[config.mk]
export PLATFORM = sky130hd
export DESIGN_NAME = out_port_scheduler
export DESIGN_NICKNAME = d
export VERILOG_FILES = /design/src/rtl/out_port_scheduler.sv
export SDC_FILE = /design/constraint.sdc
export NUM_CORES = 1
export LEC_CHECK = 0
export CORE_AREA = 2 2 131 133
export DETAILED_ROUTE_END_ITERATION = 8
export DIE_AREA = 0 0 133 135
export PLACE_DENSITY_LB_ADDON = 0.08
export SLEW_MARGIN = 40
export SYNTH_ARGS = -nofsm -noshare
export SYNTH_HDL_FRONTEND = slang
export SYNTH_SLANG_ARGS = --single-unit
[constraint.sdc]
create_clock -name clk -period 1.6 [get_ports clk]
set_input_delay 0.32 -clock clk [delete_from_list [all_inputs] [get_ports clk]]
set_output_delay 0.32 -clock clk [all_outputs]
set_load 0.1 [all_outputs]
[src/rtl/out_port_scheduler.sv]
// Per-output-port scheduler: round-robin arbitration of four input channels
// onto one downstream output buffer, one registered write per two cycles.
module out_port_scheduler #(
  parameter int DW   = 64,
  parameter int NREQ = 4
) (
  input  logic          clk,
  input  logic          rst,
  input  logic [3:0]    req_vld,
  input  logic [DW-1:0] req_data0,
  input  logic [DW-1:0] req_data1,
  input  logic [DW-1:0] req_data2,
  input  logic [DW-1:0] req_data3,
  input  logic          out_empty,
  output logic [3:0]    req_ack,
  output logic          out_wr,
  output logic [DW-1:0] out_data,
  output logic [1:0]    grant_id,
  output logic          busy
);

  typedef enum logic {ARB, HOLD} state_t;

  state_t        state, state_nxt;
  logic [1:0]    ptr, ptr_nxt;
  logic [3:0]    ack_nxt;
  logic          wr_nxt;
  logic [DW-1:0] data_nxt;
  logic [1:0]    gid_nxt;
  logic [1:0]    idx;
  logic [1:0]    win;
  logic          found;
  logic [DW-1:0] req_data [NREQ];

  assign req_data[0] = req_data0;
  assign req_data[1] = req_data1;
  assign req_data[2] = req_data2;
  assign req_data[3] = req_data3;

  // HOLD lasts exactly one cycle, giving out_empty time to settle after a write
  assign busy = (state == HOLD);

  // Round-robin search from ptr, then next-state and next-output decode
  always_comb begin
    state_nxt = state;
    ptr_nxt   = ptr;
    ack_nxt   = '0;
    wr_nxt    = 1'b0;
    data_nxt  = out_data;
    gid_nxt   = grant_id;
    idx       = '0;
    win       = '0;
    found     = 1'b0;
    // Walk the search order backwards so the closest requester to ptr wins
    for (int k = NREQ - 1; k >= 0; k--) begin
      idx = ptr + 2'(k);
      if (req_vld[idx]) begin
        found = 1'b1;
        win   = idx;
      end
    end
    case (state)
      ARB: begin
        if (out_empty && found) begin
          state_nxt = HOLD;
          ptr_nxt   = win + 2'd1;
          ack_nxt   = 4'b0001 << win;
          wr_nxt    = 1'b1;
          data_nxt  = req_data[win];
          gid_nxt   = win;
        end
      end
      HOLD: begin
        state_nxt = ARB;
      end
      default: begin
        state_nxt = ARB;
      end
    endcase
  end

  // State and registered outputs; reset abandons any pending transfer
  always_ff @(posedge clk) begin
    if (!rst) begin
      state    <= ARB;
      ptr      <= '0;
      req_ack  <= '0;
      out_wr   <= 1'b0;
      out_data <= '0;
      grant_id <= '0;
    end else begin
      state    <= state_nxt;
      ptr      <= ptr_nxt;
      req_ack  <= ack_nxt;
      out_wr   <= wr_nxt;
      out_data <= data_nxt;
      grant_id <= gid_nxt;
    end
  end

endmodule

==> results.yml <==
status:
  status: "finished with violations"
  violations: "setup timing"
global_routing:
  antenna_found_initial: 0
  grt_overflow: 0
  grt_pass1_vias: 4968
  grt_max_degree: 37
  grt_first_pass_wirelength_mm: 28.1
  grtUsageTotal_pct: 20.6
timing:
  postLayoutSetupSlackWorst_ns: -0.124
  layout_min_cycle_time_ns: 1.72
  finalHoldViolCount: 0
  fin_crit_sh_pct: 108
  setup_viol: 44
  rsz0062_at_grt: "true"
  final.setup_skew_ns: 0.00618
  slew_headroom_pct: 82.9
  fmax_ghz: 0.580
  fin_hold_ws_ns: 0.491
  slew_violations: 0
  tightest_slew_ns: 0.257
final_layout:
  finalInstanceArea_um2: 9720
  antenna_cells: 0
  layout.nets: 1026
  final_core_util_pct: 59.3
  fillers: 1311
  drive_gt1_share_pct: 28.3
  syn2layout_area_growth_pct: 139
die:
  die_width_um: 133
  die_y_um: 135
  core_um2: 16400
  rows: 47
  start_util_pct: 24.8
  pin_count: 335
  dieArea_um2: 18000
hold_path:
  hold_class: "register to register"
power_and_ir_drop:
  total_power_mw: 8.77
  ir_drop_mv: 0.552
  leakagePower_nw: 3.72
  power_density_nw_per_um2: 902
yosys:
  yosysUniqueCellTypes: 26
  yosysSeqAreaShare_pct: 35.9
  syn_inst: 398
  yosysWarnings: 0
  synth.avg_cell_area_um2: 10.2
  syn_area_um2: 4070
  syn-num-nets: 661
  synth-seq-cells: 73
job:
  max-cap-violations: 0
clock_tree:
  cts_root_buffer: "clkbuf_16"
  h-tree-depth: 3
  cts_tree: "done"
  clkSinkCount: 73
  postCtsHoldBufs: 0
  clk_latency_ns: 0.34
  clk_pin_slew_worst_paths_ns: 0.06
  clock_tree.buffer_depth: 2
  numCtsBuffers: 9
place:
  dpl.hpwl_mm: 13.9
  place_congestion: 0.822
  placed_cell_area_um2: 8660
  io_buffers: 334
setup_path:
  required_ns: 1.80
  startpoint_type: "register"
  cp_max_fo: 7
  crit_type: "register to register"
  setup.worst_path.end_class: "register"
  worst_ep_arrival_time_ns: 1.92
detailed_routing:
  drt-vias-per-instance: 4.77
  wire_per_inst_um: 19.5
  drt_iter0_markers: 121
  vias: 4700
  totalWireLength_mm: 19.3
  dr.pass1.iters: 4
  drc: 0
  ant_nets: 0
==> power breakdown <==
part	switching [mW]	internal [mW]
sequential	0.208	2.02
combinational	2.43	2.26
clock	0.770	1.08
==> cells in the mapped netlist, drive strengths merged <==
master | count | share of area (%)
clkbuf | 11 | 1.0
a211oi | 1 | 0.31
and2 | 1 | 0.22
xnor2 | 1 | 0.22
o21ai | 1 | 0.12
nand2 | 69 | 6.4
nor2b | 3 | 0.46
nor2 | 5 | 0.52
dfxtp | 73 | 36
o22a | 1 | 0.22
mux2i | 129 | 32
a21o | 1 | 0.18
a311oi | 1 | 0.65
a21oi | 3 | 0.37
o221ai | 64 | 16
o22ai | 1 | 0.15
inv | 4 | 0.37
nand2b | 3 | 0.52
buf | 26 | 4.7
==> critical path, stage by stage, from the launching register on <==
cell,delay [ns]
dfxtp_2,0.32
nand2b_4,0.14
nor2b_4,0.12
o22a_4,0.26
buf_12,0.14
buf_12,0.14
buf_16,0.15
mux2i_1,0.18
o221ai_1,0.13
==> through the flow <==
step	cells	setup slack [ns]	TNS, ns
after floorplan	398	0.00290	0
after global routing	986	-0.180	-7.01
final	986	-0.124	-2.49
after CTS	981	-0.125	-2.92
after global placement	957	-0.782	-39.35
after detailed placement	957	-0.831	-41.74
==> repair_timing <==
| action | 4_1_cts | 5_1_grt |
|---|---|---|
| buffers inserted | 6 | 1 |
| setup endpoints to repair | 72 | 69 |
| cloned | 6 | 4 |
| resized for setup | 83 | 30 |
| pin swaps | 34 | 10 |
==> logic make-up after synthesis <==
kind of cell    synth area share, %
buf+inv                        6.06
xor+xnor                      0.215
mux                            31.7
compound gates                 17.9
simple gates                   8.15
flops                          35.9
==> flip-flops by register name, summed over array words and instances (netlist names) <==
register and cells:
req_ack 4, out_data 64, out_wr 1, grant_id 2, ptr 2
==> cells in the final DEF (no fill, tap or decap) <==
| cell | n |
|---|---|
| clkdlybuf4s50_1 | 258 |
| mux2i_1 | 90 |
| buf_12 | 85 |
| dfxtp_1 | 70 |
| nand2_1 | 68 |
| o221ai_1 | 44 |
| mux2i_4 | 21 |
| o221ai_2 | 20 |
| mux2i_2 | 18 |
| buf_4 | 17 |
| clkbuf_16 | 12 |
| buf_6 | 12 |
| buf_16 | 7 |
| buf_8 | 5 |
| dlygate4sd2_1 | 4 |
| nor2_1 | 3 |
| clkbuf_1 | 3 |
| inv_1 | 2 |
| inv_2 | 2 |
| nand2b_4 | 2 |
| a21oi_1 | 2 |
| nor2_2 | 2 |
| nor2b_4 | 2 |
| dfxtp_2 | 2 |
| o22ai_1 | 1 |
| nand2b_1 | 1 |
| a211oi_2 | 1 |
| a311oi_4 | 1 |
| and2_4 | 1 |
| nand2_4 | 1 |
| a21o_1 | 1 |
| a21oi_2 | 1 |
| o22a_4 | 1 |
| nor2b_1 | 1 |
| xnor2_2 | 1 |
| o21ai_0 | 1 |
| clkbuf_8 | 1 |
| clkinv_2 | 1 |
| dfxtp_4 | 1 |
==> layer usage <==
| metal | global-route usage [%] | share of wire [%] | vias up | wire [µm] |
|---|---|---|---|---|
| li1 | - | - | 2243 | - |
| met5 | 0 | 0 | - | 0 |
| met4 | 8.72 | 2.5 | 0 | 487 |
| met2 | 37.9 | 53 | 235 | 10300 |
| met3 | 6.98 | 8.5 | 29 | 1640 |
| met1 | 21.5 | 36 | 2193 | 6870 |
==> final timing paths <==
check,start,end,slack [ns],cells past startpoint
min,grant_id[0],grant_id[0],0.49,2
max,ptr[0],out_data[16],-0.12,8
max reg2reg,ptr[0],out_data[16],-0.12,8
min reg2reg,grant_id[0],grant_id[0],0.49,2
==> final cells by class <==
| class | count | area, µm² | share of cell area, % |
|---|---|---|---|
| Clock inverter | 1 | 5.00 | 0.0515 |
| Inverter | 4 | 15.0 | 0.154 |
| Timing Repair Buffer | 391 | 4920 | 50.7 |
| Sequential cell | 73 | 1470 | 15.1 |
| Multi-Input combinational cell | 284 | 2780 | 28.6 |
| Clock buffer | 13 | 250 | 2.57 |
| Tap cell | 220 | 275 | 2.83 |
Power figures use the tool's default switching activity.
==> patch: new RTL, same settings <==
Set the parameter `DW` to 56 (it was 64).
--- a/src/rtl/out_port_scheduler.sv
+++ b/src/rtl/out_port_scheduler.sv
@@ -2,5 +2,5 @@
 // onto one downstream output buffer, one registered write per two cycles.
 module out_port_scheduler #(
-  parameter int DW   = 64,
+  parameter int DW   = 56,
   parameter int NREQ = 4
 ) (
Ports: changed (5 resized); port bits go from 335 to 295. No check against the original RTL was run, so the function may have changed too.
==> patch against the unedited design <==
  * The flow still finishes with violations (negative setup slack)
  * Utilization down 1.4 points
  * Design area fell by 2.3%
  * Register-to-register slack lost 0.24 ns
  * Routed wire length increased by 9.8%
  * Synthesized cell count is 25% higher
  * Non-clock buffer count decreased by 31
  * Via count grew 13%
  * Sequential cell count decreased by 8
  * Worst setup slack worse by 0.26 ns
  * Total power is 2.8% lower
  * Clock power rose by 3%
  * Area after synthesis is 2.6% lower
  * Combinational power down 1%
==> patch: results <==
set metrics [dict create \
    synth_cells 498 \
    peakVddDrop_uv 548.4 \
    grtUsageMet1 0.2792 \
    drt-met1-wl_mm 8.700 \
    io_buffers 294 \
    slowest_delay_ns 0.53 \
    worstRegToRegCells 9 \
    drtIter0Drc 205 \
    dp_slack_ns -1.112 \
    place_inst 981 \
    dp_hpwl_mm 13.80 \
    routed_wl_mm 21.15 \
    status "complete, but fails checks" \
    grt_pass1_vias 5396 \
    grt_max_degree 59 \
    setup_ws_ns -0.3846 \
    ff2ff_setup_slack_ns -0.36 \
    grt_first_pass_wirelength_mm 31.33 \
    wl_met2_mm 10.44 \
    met2_usage 0.3823 \
    reg.largest.list "out_data (56), req_ack (4)" \
    finClkSkew_ns 0.003233 \
    worstHoldStart "out_data[45]$_SDFFE_PN0P_" \
    dr_wl_met3_mm 1.560 \
    clkLatencyLatePin_ns 0.34 \
    holdWs_ns 0.4915 \
    p_leak_nw 3.683 \
    n_fill_cell 1389 \
    setup_viol 64 \
    setup_tns_ns -20.66 \
    grtUsageTotal 0.2266 \
    drive_above_1_share 0.3136 \
    worstMarginPinSlew_ns 0.3362 \
    use_met3 0.05743 \
    violations "negative setup slack" \
    avgRoutedWirePerCell_um 20.53 \
    hold_path_end "out_data[45]$_SDFFE_PN0P_" \
    ys_seq_area_frac 0.3283 \
    antenna_found_initial 1 \
    synth_cell_types 25 \
    place.gp.congestion 0.8249 \
    synth_common_cells "112 x a211oi_1, 112 x and3_1, 65 x dfxtp_1" \
    place_area_mm2 0.008409 \
    synth_area_leaders "dfxtp_1 33%, a211oi_1 21%, and3_1 18%, o31ai_1 11%, nand2_1 5.6%" \
    worstReg2RegEnd "out_data[35]$_SDFFE_PN0P_" \
]
[patch: layout make-up]
type,count,area share
Tap cell,220,0.02899
Clock buffer,11,0.02662
Sequential cell,65,0.1375
Timing Repair Buffer,360,0.4945
Multi-Input combinational cell,367,0.3085
Clock inverter,5,0.003163
Inverter,2,0.0007907
[patch: timing repair]
action                     in CTS  in global routing
pin swaps                      20                 16
gates cloned                   10                  6
buffers inserted               12                  6
gates resized for setup        41                 18
setup endpoints to repair      65                 65
[patch: cells by family after synthesis]
kind of cell           count (synthesis)  share of synthesized area
AND/OR/NAND/NOR                      191                     0.2633
buffers and inverters                 66                    0.07387
multiplexers                           2                   0.005051
flip-flops                            65                     0.3283
AO/OA/AOI/OAI                        174                     0.3295
[patch: worst register-to-register path: stages, from the launching register on]
cell       delay, ns
dfxtp_2         0.33
buf_6           0.10
nor2b_4         0.04
or4b_4          0.53
buf_12          0.17
nand2_8         0.09
buf_4           0.16
clkbuf_16       0.16
a211oi_2        0.07
o31ai_1         0.23
[patch: report_power, final]
group	internal, mW	switching, mW	leakage (nW)
Combinational	2.17	2.47	3.01
Clock	1.13	0.787	0.137
Sequential	1.79	0.178	0.535
Total	5.09	3.43	3.68
[patch: worst max path at each step]
stage / slack [ns] / cells after the start / to / from
after floorplan: -0.25 / 8 / out_data[54]$_SDFFE_PN0P_ / req_vld[0]
after global placement: -1.09 / 7 / out_data[13]$_SDFFE_PN0P_ / req_vld[1]
after detailed placement: -1.11 / 7 / out_data[13]$_SDFFE_PN0P_ / req_vld[1]
after CTS: -0.36 / 9 / out_data[26]$_SDFFE_PN0P_ / ptr[0]$_SDFFE_PN0P_
after global routing: -0.45 / 9 / out_data[34]$_SDFFE_PN0P_ / ptr[0]$_SDFFE_PN0P_
final: -0.38 / 10 / out_data[35]$_SDFFE_PN0P_ / req_vld[2]
